File: src/rtl/pipe_skid_stage.sv
// pipe_skid_stage
//   Inter-stage pipeline buffer with a valid/ready handshake and a 2-entry skid.
//   in_ready comes straight from the state register, so there is no
//   combinational path from out_ready back to in_ready. Full throughput is
//   kept by parking the beat accepted during a downstream stall in the skid
//   entry.
//
//   state | meaning
//   ------+------------------------------------------------
//   EMPTY | nothing held; out_valid=0, out_data=0
//   BUSY  | main entry valid, skid entry empty
//   FULL  | main and skid entries valid; in_ready=0
//
// Ports
//   clk        clock, all state updates on posedge
//   rst        synchronous active-high reset (highest priority)
//   flush      synchronous squash of all held entries
//   in_valid   upstream presents in_data
//   in_ready   stage can accept (registered)
//   in_data    upstream payload, W bits
//   out_valid  main entry holds a valid payload
//   out_ready  downstream accepts out_data this cycle
//   out_data   main entry payload, 0 while out_valid=0
//   occupancy  entries held (0..2)
module pipe_skid_stage #(
   parameter int W = 16
) (
   input  logic         clk,
   input  logic         rst,
   input  logic         flush,
   input  logic         in_valid,
   output logic         in_ready,
   input  logic [W-1:0] in_data,
   output logic         out_valid,
   input  logic         out_ready,
   output logic [W-1:0] out_data,
   output logic [1:0]   occupancy
);

   typedef enum logic [1:0] {
      EMPTY = 2'd0,
      BUSY  = 2'd1,
      FULL  = 2'd2
   } state_t;

   state_t         state_q, state_d;
   logic [W-1:0]   m_dat_q, m_dat_d;
   logic [W-1:0]   s_dat_q, s_dat_d;
   logic           m_v, s_v;
   logic           in_fire, out_fire;

   assign m_v       = (state_q != EMPTY);
   assign s_v       = (state_q == FULL);
   assign in_ready  = (state_q != FULL);
   assign out_valid = m_v;
   assign out_data  = m_dat_q;
   assign occupancy = {1'b0, m_v} + {1'b0, s_v};

   assign in_fire  = in_valid & in_ready;
   assign out_fire = m_v & out_ready;

   always_ff @(posedge clk) begin
      if (rst) begin
         state_q <= EMPTY;
         m_dat_q <= '0;
         s_dat_q <= '0;
      end else begin
         state_q <= state_d;
         m_dat_q <= m_dat_d;
         s_dat_q <= s_dat_d;
      end
   end

   // in_data is only ever sampled under in_fire, so an undriven bus while
   // in_valid=0 cannot reach the storage.
   always_comb begin
      state_d = state_q;
      m_dat_d = m_dat_q;
      s_dat_d = s_dat_q;
      unique case (state_q)
         EMPTY: begin
            s_dat_d = '0;
            if (in_fire) begin
               state_d = BUSY;
               m_dat_d = in_data;
            end else begin
               m_dat_d = '0;
            end
         end
         BUSY: begin
            s_dat_d = '0;
            if (in_fire && out_fire) begin
               m_dat_d = in_data;
            end else if (in_fire) begin
               state_d = FULL;
               s_dat_d = in_data;
            end else if (out_fire) begin
               state_d = EMPTY;
               m_dat_d = '0;
            end
         end
         FULL: begin
            if (out_fire) begin
               state_d = BUSY;
               m_dat_d = s_dat_q;
               s_dat_d = '0;
            end
         end
         default: begin
            state_d = EMPTY;
            m_dat_d = '0;
            s_dat_d = '0;
         end
      endcase

      // Squash wins over the handshake; the incoming beat belongs to the
      // squashed upstream and is dropped, an outgoing beat was already taken.
      if (flush) begin
         state_d = EMPTY;
         m_dat_d = '0;
         s_dat_d = '0;
      end
   end

endmodule

File: config.mk
export PLATFORM = sky130hd
export DESIGN_NAME = pipe_skid_stage
export DESIGN_NICKNAME = d
export VERILOG_FILES = /design/src/rtl/pipe_skid_stage.sv
export SDC_FILE = /design/constraint.sdc
export NUM_CORES = 1
export LEC_CHECK = 0
export CORE_MARGIN = 2
export CORE_UTILIZATION = 40
export CTS_BUF_LIST = sky130_fd_sc_hd__clkbuf_8 sky130_fd_sc_hd__clkbuf_16
export DETAILED_ROUTE_END_ITERATION = 12
export GPL_TIMING_DRIVEN = 0
export PLACE_DENSITY = 0.69
export SLEW_MARGIN = 15
export SYNTH_ARGS = -nofsm -noshare
export SYNTH_HDL_FRONTEND = slang
export SYNTH_SLANG_ARGS = --single-unit
File: constraint.sdc
create_clock -name clk -period 3.5 [get_ports clk]
set_input_delay 0.35 -clock clk [delete_from_list [all_inputs] [get_ports clk]]
set_output_delay 0.35 -clock clk [all_outputs]
set_load 0.03 [all_outputs]
==> results of run 1 <==
==> layout make-up <==
cell class                      instances  share of cell area
Tap cell                               48              0.0296
Sequential cell                        34               0.336
Clock buffer                            6              0.0407
Inverter                                3             0.00555
Timing Repair Buffer                   40               0.197
Multi-Input combinational cell         81               0.345
Buffer                                 13              0.0401
Clock inverter                          2             0.00617
==> synthesized netlist by cell type (2+ instances only) <==
library cell / n / area [um^2]
a221o_1: 16 / 160
nand2b_1: 2 / 12.5
nor4b_2: 9 / 135
nor4b_1: 7 / 61.3
dfxtp_1: 34 / 681
buf_4: 2 / 15.0
buf_6: 2 / 22.5
inv_1: 3 / 11.3
a22oi_1: 16 / 120
buf_2: 8 / 40.0
nor2_1: 17 / 63.8
==> kinds of logic after synthesis <==
kind of cell / Yosys count
xor+xnor: 2
buf+inv: 16
flops: 34
simple gates: 42
compound gates: 36
fa+ha+maj: 1
==> layer usage <==
metal	part of all wire	GRT usage
met1	0.45	0.227
met4	0.013	0.0691
met5	0	0
met3	0.048	0.0486
met2	0.48	0.329
==> metrics by stage <==
stage	utilization	cells	hold WS, ns	power (mW)
after floorplan	-	131	0.456	0.463
after global placement	0.536	219	0.461	0.513
after detailed placement	0.536	219	0.470	0.514
after global routing	0.562	227	0.508	0.846
final	0.562	227	0.484	0.807
after CTS	0.562	227	0.484	0.813
==> worst min path at each step <==
stage,cells after the start,startpoint,to,slack (ns)
after global placement,1,s_dat_q[6],out_data[6],0.46
after CTS,1,s_dat_q[14],out_data[14],0.48
after floorplan,1,s_dat_q[0],out_data[0],0.46
after detailed placement,1,s_dat_q[14],out_data[14],0.47
after global routing,1,s_dat_q[14],out_data[14],0.51
final,1,s_dat_q[14],out_data[14],0.48
==> sequential cells by signal, summed over array words and instances (netlist names) <==
signal    cells
out_data     16
s_dat_q      16
state_q       2
==> where the power goes <==
group	total [mW]	leakage, nW	internal [mW]	switching, mW
combinational	0.108	0.360	0.0508	0.0575
sequential	0.397	0.275	0.394	0.00353
clock	0.302	0.0472	0.158	0.144
total	0.807	0.682	0.603	0.205
==> layout by cell type (no fill, tap or decap) <==
| cell | instances |
|---|---|
| nor4bb_1 | 1 |
| dfxtp_1 | 34 |
| buf_6 | 2 |
| buf_4 | 2 |
| nand2_1 | 1 |
| ha_1 | 1 |
| nor4b_1 | 7 |
| o31ai_1 | 1 |
| nor3_2 | 1 |
| inv_1 | 3 |
| nor4_2 | 1 |
| a22oi_1 | 16 |
| or2_2 | 1 |
| clkinv_2 | 1 |
| clkbuf_1 | 1 |
| or2_1 | 1 |
| xnor2_1 | 1 |
| clkbuf_8 | 6 |
| clkinvlp_4 | 1 |
| nor4b_2 | 9 |
| a211oi_4 | 1 |
| nor3b_4 | 1 |
| a221o_1 | 16 |
| nand2b_1 | 2 |
| xnor2_2 | 1 |
| a21oi_1 | 1 |
| nor2_1 | 17 |
| clkdlybuf4s50_1 | 40 |
| buf_2 | 8 |
| a211o_1 | 1 |
==> flow_metrics.tcl, run 1 <==
set metrics [dict create \
    outcome "finished, final reports clean" \
    post_synth_num_cell_types 26 \
    via_per_inst 5.49 \
    hold_path_class "reg -> reg" \
    cts.path.max_buffers 2 \
    synth_compound_area_frac 0.218 \
    setup_viol 0 \
    htreeDepth 2 \
    grt_pass1_wl_um 6070 \
    critPathRequiredTime_ns 3.15 \
    placed_area_um2 1930 \
    first_pass_iters 4 \
    path_buf_inv 3 \
    path_max_fanout 8 \
    synthXorXnorAreaFrac 0.0170 \
    tightest_slew_ns 0.567 \
    final_area_um2 2030 \
    worstSetupEndpointType "primary output" \
    muxShareOfSynthArea 0 \
    syn_area_per_cell_um2 11.2 \
    core_um2 3610 \
    max-cap-violations 0 \
    die_h_um 64.7 \
    hold_viol 0 \
    fin_nets 200 \
    synthSimpleGateAreaFrac 0.231 \
    initial_core_util 0.408 \
    yosysWarnings 0 \
    slew_headroom 0.620 \
    critPathArrivalTime_ns 2.03 \
    dp_slack_ns 1.43 \
    drc_errors 0 \
    critPathKind "reg -> out" \
    rows 22 \
    synth_enable_flop_cells 0 \
    die_area_um2 4180 \
    crit_chain "buf_4 -> or2_2 -> ha_1 -> inv_1 -> clkdlybuf4s50_1" \
    nFillCells 335 \
    gp_congestion 0.780 \
    drt-total-wl_um 3560 \
    antenna_left 0 \
    port-buffer-count 40 \
    crit_family "buffers and inverters" \
    path_clk_slew_ns 0.07 \
    diodes 0 \
    fin_ws_ns 1.12 \
    grt_pass1_vias 1310 \
    synth_adder_area_share 0.00850 \
    fin_skew_ns 0.00387 \
    cts_hold_buffers 0 \
    synth_seq_cells 34 \
    r2r_slack_ns 1.88 \
    crit_start "state_q[0]" \
    dp_hpwl_um 2450 \
    clk_latency_ns 0.28 \
    track_usage 0.190 \
    die_x_um 64.7 \
    antenna_found_initial 0 \
    post-route-period-util 0.680 \
    peakVddDrop_mv 0.205 \
    cts_tree "done" \
    drv_slew 0 \
    leakagePower_nw 0.682 \
    vias 1246 \
    power_density_nw_per_um2 398 \
    regArea_um2 681 \
    drive_gt1_frac 0.196 \
    synthCells 131 \
    first_iter_violations 60 \
    crit_cells 5 \
    cts-resized-gates 0 \
    ys_seq_area_frac 0.462 \
    grt_max_degree 12 \
    fin_crit_ns 2.38 \
    routedWlPerCell_um 15.7 \
    crit_slowest_cell "clkdlybuf4s50_1" \
    overflow 0 \
    synthToLayoutAreaGrowth_pct 37.7 \
    cp-endpoint "occupancy[0]" \
    synth_flop_cell "dfxtp_1" \
    rsz0062_at_grt "no" \
    r2r-end "out_data[13]" \
    cts_sinks 34 \
    ioPinCount 41 \
    post_cts_buffers 0 \
    cts_buffers 5 \
    netlist_area_um2 1470 \
    maxClockFrequency_ghz 0.420 \
    cts-root-buf "clkbuf_8" \
    synth_top_family_by_area "simple AND/OR/NAND/NOR gates" \
    multiInputGateArea_um2 699 \
    setup_tns_ns 0 \
    rr_startpoint "state_q[1]" \
    async_reset_ff_frac 0 \
    reg2regPathDepth 4 \
    syn_nets 153 \
    max_stage_delay_ns 0.65 \
    cp-start-kind "flop" \
]
No activity file was read; power rests on OpenSTA's default activity.
==> inputs of run 2 (changes only) <==
--- a/config.mk
+++ b/config.mk
@@ -10,7 +10,7 @@
 export CTS_BUF_LIST = sky130_fd_sc_hd__clkbuf_8 sky130_fd_sc_hd__clkbuf_16
 export DETAILED_ROUTE_END_ITERATION = 12
 export GPL_TIMING_DRIVEN = 0
-export PLACE_DENSITY = 0.69
+export PLACE_DENSITY = 0.71
 export SLEW_MARGIN = 15
 export SYNTH_ARGS = -nofsm -noshare
 export SYNTH_HDL_FRONTEND = slang
==> constraint.sdc (replaced) <==
create_clock -name clk -period 1.9 [get_ports clk]
set_input_delay 0.19 -clock clk [delete_from_list [all_inputs] [get_ports clk]]
set_output_delay 0.19 -clock clk [all_outputs]
set_load 0.03 [all_outputs]
==> run 2 against run 1 <==
  * Critical path depth fell by 2
  * Register-to-register slack got worse by 1.6 ns
  * Combinational power grew 81%
  * Critical path type unchanged
  * Critical endpoint is now out_valid
  * Highest routed layer unchanged
==> flow_metrics.tcl, run 2 (synthesis results as in run 1) <==
set metrics [dict create \
    outcome "finished, final reports clean" \
    track_usage 0.187 \
    drc_errors 0 \
    multiInputGateArea_um2 699 \
    setup_tns_ns 0 \
    tightest_slew_ns 0.528 \
    grt_pass1_wl_um 5980 \
    max-cap-violations 0 \
    cts_tree "done" \
    critPathRequiredTime_ns 1.71 \
    synthToLayoutAreaGrowth_pct 37.6 \
    first_pass_iters 4 \
    layout_commonest_cell "clkdlybuf4s50_1" \
    grt_pass1_vias 1244 \
    cp-start-kind "flop" \
    hold_viol 0 \
    via_per_inst 5.53 \
    nFillCells 325 \
    htreeDepth 2 \
    path_max_fanout 8 \
    cts_sinks 34 \
    hold_path_class "reg -> reg" \
    drv_slew 0 \
    ioPinCount 41 \
    path_clk_slew_ns 0.07 \
    post_cts_buffers 0 \
    power_density_nw_per_um2 730 \
    initial_core_util 0.408 \
    port-buffer-count 40 \
    routedWlPerCell_um 15.5 \
    final_cell_mix "clkdlybuf4s50_1 (37), dfxtp_1 (33), nor2_1 (17)" \
    core_um2 3610 \
    leakagePower_nw 0.689 \
    critPathArrivalTime_ns 1.64 \
    clk_latency_ns 0.28 \
    die_h_um 64.7 \
    fin_skew_ns 0.00840 \
    die_x_um 64.7 \
    post-route-period-util 0.963 \
    cts_hold_buffers 0 \
    fin_nets 200 \
    slew_headroom 0.646 \
    cts.path.max_buffers 2 \
    diodes 0 \
    overflow 0 \
    antenna_left 0 \
    antenna_found_initial 0 \
    drive_gt1_frac 0.207 \
    regArea_um2 682 \
    cts_buffers 5 \
    dp_hpwl_um 2470 \
    gp_congestion 0.797 \
    placed_cells 219 \
    final_cells 227 \
    cts-root-buf "clkbuf_8" \
    worstSetupEndpointType "primary output" \
    fin_crit_ns 1.83 \
    drt-total-wl_um 3520 \
    critPathKind "reg -> out" \
    rsz0062_at_grt "no" \
    peakVddDrop_mv 0.409 \
    vias 1255 \
    first_iter_violations 62 \
    die_area_um2 4180 \
    setup_viol 0 \
    whs_ns 0.487 \
    maxClockFrequency_ghz 0.547 \
    rows 22 \
    grt_max_degree 12 \
]
## run 2: path summary, 6_finish.rpt
path / cells after the start / to / start / slack (ns)
worst max-delay path: 3 / out_valid / state_q[0] / 0.07
worst min-delay path: 1 / out_data[13] / s_dat_q[13] / 0.49
worst min register to register: 1 / out_data[13] / s_dat_q[13] / 0.49
worst max register to register: 5 / out_data[15] / state_q[0] / 0.31
## run 2: critical path, stage by stage (launching register included)
cell and delay (ns):
dfxtp_1 0.30, buf_4 0.17, or2_2 0.29, clkdlybuf4s50_1 0.60
## run 2: repair_timing
action | in CTS | in global routing
endpoints found under the setup margin | 2 | 2
pin swaps | 0 | 0
resized for setup | 4 | 4
## run 2: per-stage QoR
stage	instance area, um^2	worst slack [ns]	utilization	power, mW
3_5_place_dp	1930	-0.0163	0.536	0.947
2_1_floorplan	1470	0.354	-	0.853
4_1_cts	2030	0.0133	0.562	1.50
5_1_grt	2030	0.0110	0.562	1.57
6_report	2030	0.0711	0.562	1.48
3_3_place_gp	1930	0.00603	0.536	0.944
## run 2: power by group
part / total, mW / internal, mW / switching, mW
registers: 0.732 / 0.725 / 0.00669
logic: 0.196 / 0.0919 / 0.104
clock network: 0.551 / 0.291 / 0.260
total: 1.48 / 1.11 / 0.371
## run 2: cell type report
type / count / share of cell area
multi-input cells: 81 / 0.345
flip-flops and latches: 34 / 0.337
repair buffers: 40 / 0.196
clock buffers: 6 / 0.0408
plain buffers: 13 / 0.0401
well taps: 48 / 0.0296
clock inverters: 2 / 0.00618
inverters: 3 / 0.00556
## run 2: routing by layer
layer	vias up	wire, um	GRT usage
li1	603	-	-
met1	607	1590	0.222
met2	43	1720	0.326
met3	2	197	0.0625
met4	0	12	0.0479
met5	-	0	0
